<file path="config.mk">
export PLATFORM = sky130hd
export DESIGN_NAME = clock_set_ctrl
export DESIGN_NICKNAME = d
export VERILOG_FILES = /design/src/rtl/clock_set_ctrl.sv
export SDC_FILE = /design/constraint.sdc
export NUM_CORES = 1
export LEC_CHECK = 0
export ABC_AREA = 1
export BUFFER_PORTS_ARGS = -buffer_cell sky130_fd_sc_hd__buf_2
export CORE_MARGIN = 1.5
export CORE_UTILIZATION = 30
export DETAILED_ROUTE_END_ITERATION = 16
export PLACE_DENSITY = 0.48
export SYNTH_ARGS = -nofsm -noshare
export SYNTH_HDL_FRONTEND = slang
export SYNTH_SLANG_ARGS = --single-unit
</file>
<file path="constraint.sdc">
create_clock -name clk -period 2.2 [get_ports clk]
set_clock_uncertainty 0.2 [all_clocks]
set_input_delay 0.44 -clock clk [delete_from_list [all_inputs] [get_ports clk]]
set_output_delay 0.44 -clock clk [all_outputs]
set_load 0.005 [all_outputs]
</file>
<file path="src/rtl/clock_set_ctrl.sv">
// Control block for the BCD time-of-day counter: 1 Hz count enable, key
// debouncing, and the hour/minute setting state machine with blink masks.
module clock_set_ctrl #(
  parameter int unsigned TICK_DIV   = 1000,
  parameter int unsigned DEB_CYCLES = 20,
  parameter int unsigned BLINK_DIV  = 250
) (
  input  logic       clk,
  input  logic       clr,
  input  logic       key_mode,
  input  logic       key_inc,
  input  logic [1:0] cur_hour_h,
  input  logic [3:0] cur_hour_l,
  input  logic [2:0] cur_min_h,
  input  logic [3:0] cur_min_l,
  output logic       tick_en,
  output logic       load,
  output logic [1:0] ld_hour_h,
  output logic [3:0] ld_hour_l,
  output logic [2:0] ld_min_h,
  output logic [3:0] ld_min_l,
  output logic [1:0] mode,
  output logic [3:0] blank
);

  localparam int unsigned TW = (TICK_DIV > 1) ? $clog2(TICK_DIV) : 1;
  localparam int unsigned DW = $clog2(DEB_CYCLES + 1);
  localparam int unsigned BW = (BLINK_DIV > 1) ? $clog2(BLINK_DIV) : 1;

  typedef enum logic [1:0] {
    ST_RUN      = 2'd0,
    ST_SET_HOUR = 2'd1,
    ST_SET_MIN  = 2'd2,
    ST_COMMIT   = 2'd3
  } state_t;

  state_t state, state_nxt;

  // Key path; index 0 is the mode key, index 1 the increment key.
  logic [1:0]    keys;
  logic [1:0]    sync1, sync2;
  logic [1:0]    lvl, lvl_d;
  logic [DW-1:0] deb_cnt [2];
  logic [1:0]    press;
  logic          press_mode, press_inc;

  assign keys = {key_inc, key_mode};

  always_ff @(posedge clk or negedge clr) begin
    if (!clr) begin
      sync1 <= '0;
      sync2 <= '0;
      lvl   <= '0;
      lvl_d <= '0;
      for (int unsigned i = 0; i < 2; i++) deb_cnt[i] <= '0;
    end else begin
      sync1 <= keys;
      sync2 <= sync1;
      lvl_d <= lvl;
      for (int unsigned i = 0; i < 2; i++) begin
        if (sync2[i] == lvl[i]) begin
          deb_cnt[i] <= '0;
        end else if (deb_cnt[i] == DW'(DEB_CYCLES - 1)) begin
          lvl[i]     <= sync2[i];
          deb_cnt[i] <= '0;
        end else begin
          deb_cnt[i] <= deb_cnt[i] + 1'b1;
        end
      end
    end
  end

  assign press      = lvl & ~lvl_d;
  assign press_mode = press[0];
  assign press_inc  = press[1];

  always_ff @(posedge clk or negedge clr) begin
    if (!clr) state <= ST_RUN;
    else      state <= state_nxt;
  end

  always_comb begin
    state_nxt = state;
    unique case (state)
      ST_RUN:      if (press_mode) state_nxt = ST_SET_HOUR;
      ST_SET_HOUR: if (press_mode) state_nxt = ST_SET_MIN;
      ST_SET_MIN:  if (press_mode) state_nxt = ST_COMMIT;
      ST_COMMIT:   state_nxt = ST_RUN;
      default:     state_nxt = ST_RUN;
    endcase
  end

  // Edit registers and their BCD successors
  logic [1:0] edit_hh, hour_nxt_h;
  logic [3:0] edit_hl, hour_nxt_l;
  logic [2:0] edit_mh, min_nxt_h;
  logic [3:0] edit_ml, min_nxt_l;

  always_comb begin
    hour_nxt_h = edit_hh;
    hour_nxt_l = edit_hl + 4'd1;
    if (edit_hh == 2'd2 && edit_hl == 4'd3) begin
      hour_nxt_h = '0;
      hour_nxt_l = '0;
    end else if (edit_hl == 4'd9) begin
      hour_nxt_h = edit_hh + 2'd1;
      hour_nxt_l = '0;
    end
  end

  always_comb begin
    min_nxt_h = edit_mh;
    min_nxt_l = edit_ml + 4'd1;
    if (edit_ml == 4'd9) begin
      min_nxt_l = '0;
      min_nxt_h = (edit_mh == 3'd5) ? 3'd0 : edit_mh + 3'd1;
    end
  end

  // Mode press takes priority, so an inc press in the same cycle is dropped.
  always_ff @(posedge clk or negedge clr) begin
    if (!clr) begin
      edit_hh <= '0;
      edit_hl <= '0;
      edit_mh <= '0;
      edit_ml <= '0;
    end else begin
      unique case (state)
        ST_RUN: begin
          if (press_mode) begin
            edit_hh <= cur_hour_h;
            edit_hl <= cur_hour_l;
            edit_mh <= cur_min_h;
            edit_ml <= cur_min_l;
          end
        end
        ST_SET_HOUR: begin
          if (!press_mode && press_inc) begin
            edit_hh <= hour_nxt_h;
            edit_hl <= hour_nxt_l;
          end
        end
        ST_SET_MIN: begin
          if (!press_mode && press_inc) begin
            edit_mh <= min_nxt_h;
            edit_ml <= min_nxt_l;
          end
        end
        default: ;
      endcase
    end
  end

  // Load values are latched on entry to COMMIT; edits are frozen there.
  always_ff @(posedge clk or negedge clr) begin
    if (!clr) begin
      ld_hour_h <= '0;
      ld_hour_l <= '0;
      ld_min_h  <= '0;
      ld_min_l  <= '0;
    end else if (state == ST_SET_MIN && press_mode) begin
      ld_hour_h <= edit_hh;
      ld_hour_l <= edit_hl;
      ld_min_h  <= edit_mh;
      ld_min_l  <= edit_ml;
    end
  end

  logic [TW-1:0] tick_cnt;

  always_ff @(posedge clk or negedge clr) begin
    if (!clr) begin
      tick_cnt <= '0;
    end else if (state == ST_RUN && state_nxt == ST_RUN) begin
      tick_cnt <= (tick_cnt == TW'(TICK_DIV - 1)) ? '0 : tick_cnt + 1'b1;
    end else begin
      tick_cnt <= '0;
    end
  end

  assign tick_en = (state == ST_RUN) && (tick_cnt == TW'(TICK_DIV - 1));

  logic [BW-1:0] blink_cnt;
  logic          blink_ph;
  logic          editing;

  assign editing = (state == ST_SET_HOUR) || (state == ST_SET_MIN);

  always_ff @(posedge clk or negedge clr) begin
    if (!clr) begin
      blink_cnt <= '0;
      blink_ph  <= 1'b0;
    end else if (!editing || state_nxt != state) begin
      blink_cnt <= '0;
      blink_ph  <= 1'b0;
    end else if (blink_cnt == BW'(BLINK_DIV - 1)) begin
      blink_cnt <= '0;
      blink_ph  <= ~blink_ph;
    end else begin
      blink_cnt <= blink_cnt + 1'b1;
    end
  end

  always_comb begin
    blank = '0;
    if (blink_ph) begin
      if (state == ST_SET_HOUR) blank = 4'b1100;
      if (state == ST_SET_MIN)  blank = 4'b0011;
    end
  end

  assign load = (state == ST_COMMIT);
  assign mode = state;

endmodule

</file>
==> impl_metrics.env <==
export IMPL_antenna_left=0
export IMPL_ios=38
export IMPL_power_switching_mw=0.634
export IMPL_overflow=0
export IMPL_cts_root_buffer="clkbuf_8"
export IMPL_pwr_share_comb_pct=9.4
export IMPL_antenna_found_initial=0
export IMPL_rsz0062_at_grt="yes"
export IMPL_slew_viol_final=0
export IMPL_synth_edf_count=0
export IMPL_core_area_mm2=0.0104
export IMPL_min_period_ps=2100
export IMPL_async_reset_ff_share_pct=100
export IMPL_drt_iter0_drc=82
export IMPL_cts_tree="done"
export IMPL_wl_per_cell_um=11.3
export IMPL_placementRows=37
export IMPL_port_buffers=37
export IMPL_crit_required_ps=1560
export IMPL_synth_fp_nets=404
export IMPL_worst_r2r_setup_slack_ps=300
export IMPL_fmax_mhz=475
export IMPL_tns_ps=0
export IMPL_htree_levels=3
export IMPL_dp_cells=548
export IMPL_crit_path_end_kind="primary output"
export IMPL_die_area_mm2=0.0113
export IMPL_p_sw_share_pct=24.5
export IMPL_grt_usage_pct=12.9
export IMPL_holdPathStages=0
export IMPL_diodes=0
export IMPL_crit_type="reg -> out"
export IMPL_gp_congestion=0.794
export IMPL_finalNonFillerCells=568
export IMPL_cp_max_fo=3
export IMPL_p_leak_nw=1.98
export IMPL_p_per_area_mw_per_mm2=670
export IMPL_hp_start="sync1[1]"
export IMPL_clockPowerShare_pct=39.2
export IMPL_ys_flop_type="dfrtp_1"
export IMPL_pre_cts_ws_ps=157
export IMPL_setup_viol=0
export IMPL_vias_per_cell=4.32
export IMPL_cts_sinks=65
export IMPL_worst_hold_slack_ps=153
export IMPL_ir_drop_mv=0.366
export IMPL_drt_pre_antenna_iters=5
export IMPL_setup_slack_ps=95.4
export IMPL_r2r_start="mode[1]"
export IMPL_r2r_end="edit_hh[0]"
export IMPL_clkTransAtPathRegs_ps=70
export IMPL_grt_max_degree=66
export IMPL_die_y_um=107
export IMPL_clock_path_buffers=2
export IMPL_slew_headroom_pct=76.7
export IMPL_num_nets_final=457
export IMPL_cap_violations=0
export IMPL_numCtsBuffers=9
export IMPL_area_growth_pct=20.1
export IMPL_critPathLaunchType="register"
export IMPL_vias=2456
export IMPL_path_buf_inv=1
export IMPL_ys_seq_area_share_pct=50.6
export IMPL_dpl_hpwl_um=4620
export IMPL_total_power_mw=2.59
export IMPL_syn_area_mm2=0.00321
export IMPL_p_int_mw=1.95
export IMPL_critical_path_max_stage_delay_ps=360
export IMPL_wirelength_um=6430
export IMPL_critPathTopFamily="simple AND/OR/NAND/NOR gates"
export IMPL_worstPathArrival_ps=1460
export IMPL_clk_latency_ps=340
export IMPL_drc_errors=0
export IMPL_yosysUniqueCellTypes=31
export IMPL_hold_class="reg -> reg"
export IMPL_status="finished, final reports clean"
export IMPL_postSynthCellCount=375
export IMPL_fillers=1100
export IMPL_worst_slew_pin_slew_ps=350
export IMPL_crit_path_cell_trace="ha_2 -> nand2_2 -> nor3_2 -> nand4_1 -> nor2_1 -> buf_2"
export IMPL_synth_warnings=0
export IMPL_start_util_pct=31.0
export IMPL_fin_crit_sh_pct=95.7
export IMPL_grt_pass1_vias=2516
export IMPL_r2r_cells=8
export IMPL_critPathSlowestCell="dfrtp_1"
export IMPL_syn_avg_cell_area_um2=8.57
export IMPL_drive_above_1_share_pct=19.9
export IMPL_ys_ff_latch=65
export IMPL_hold_viol_final=0
export IMPL_pwr_share_seq_pct=51.4
export IMPL_die_w_um=107
export IMPL_hold_end="sync2[1]"
export IMPL_grt_pass1_wl_um=11600
==> cells in the final DEF (no fill, tap or decap), drive strengths merged <==
master,instances
nor2,60
o21ai,23
nor3,3
ha,12
nand2,79
bufinv,1
inv,49
a22oi,1
nand3b,2
clkbuf,12
clkinv,2
o21a,5
o31ai,2
mux2,2
dlygate4sd3,3
nand4,5
buf,45
nor3b,2
nand3,24
xnor2,4
o21bai,2
xor2,15
a21oi,9
o211ai,1
or2,4
dfrtp,65
==> cells in the mapped netlist, types with 3 or more instances <==
cell type | number | area share [%]
inv_1 | 46 | 5.4
nand2_1 | 75 | 8.8
nand3_1 | 22 | 3.4
dfrtp_1 | 65 | 51
ha_1 | 12 | 4.7
o21ai_0 | 21 | 3.3
buf_4 | 3 | 0.70
a21oi_1 | 8 | 1.2
xor2_1 | 15 | 4.1
nor2_1 | 59 | 6.9
nand4_1 | 5 | 0.97
inv_2 | 3 | 0.35
or2_2 | 4 | 0.78
xnor2_1 | 4 | 1.1
o21a_1 | 5 | 1.2
nand2_2 | 4 | 0.78
==> state kept, by name, summed over array words and instances (netlist names), 3 cells and up <==
name,count
edit_mh,3
blink_cnt,8
deb_cnt,10
ld_hour_l,4
edit_hl,4
ld_min_h,3
tick_cnt,10
edit_ml,4
ld_min_l,4
==> routing by layer <==
metal / global-route usage, % / up-vias / routed length (um)
met5: 0 / - / 0
met4: 5.90 / 0 / 109
met3: 3.56 / 10 / 262
met2: 20.4 / 42 / 2980
met1: 16.4 / 1120 / 3070
li1: - / 1284 / -
==> what timing repair did <==
action,4_1_cts,5_1_grt
endpoints found under the hold margin,67,0
cloned,0,0
endpoints found under the setup margin,3,3
pin swaps,0,3
resized for setup,5,5
setup buffers,0,2
hold buffers,3,0
==> power groups by stage <==
stage                     clock, mW  sequential [mW]  combinational, mW
final                          1.01             1.33              0.244
after global routing           1.11             1.34              0.286
after CTS                      1.06             1.33              0.231
after detailed placement          0             1.35              0.226
after global placement            0             1.35              0.220
after floorplan                   0             1.34              0.151
==> cell families after synthesis <==
kind of cell    after synthesis  share of synthesized area, %
buf+inv                      55                          6.81
xor+xnor                     19                          5.18
simple gates                179                          24.1
mux                           2                         0.701
flops                        65                          50.6
compound gates               43                          7.90
fa+ha+maj                    12                          4.67
==> cell type report <==
class | count | area [um^2] | share of cell area [%]
flip-flops and latches | 65 | 1630 | 42.2
multi-input cells | 255 | 1390 | 36.1
repair buffers | 48 | 288 | 7.46
inverters | 49 | 184 | 4.76
well taps | 136 | 170 | 4.41
clock buffers | 12 | 155 | 4.02
clock inverters | 3 | 40.0 | 1.04
==> worst max path at each step <==
stage	startpoint	cells after the start	slack, ps	end
6_report	tick_cnt[1]	6	100	tick_en
5_1_grt	tick_cnt[0]	6	-30	tick_en
2_1_floorplan	mode[1]	9	370	edit_hh[0]
3_3_place_gp	mode[0]	9	240	blink_ph
3_5_place_dp	mode[0]	9	160	blink_cnt[7]
4_1_cts	tick_cnt[1]	6	-8	tick_en
==> per-stage QoR <==
| step | utilization [%] | area (um^2) |
|---|---|---|
| after CTS | 36.9 | 3830 |
| final | 37.2 | 3860 |
| after floorplan | - | 3210 |
| after global placement | 34.6 | 3590 |
| after detailed placement | 34.6 | 3590 |
| after global routing | 37.2 | 3860 |
Power figures use the tool's default switching activity.
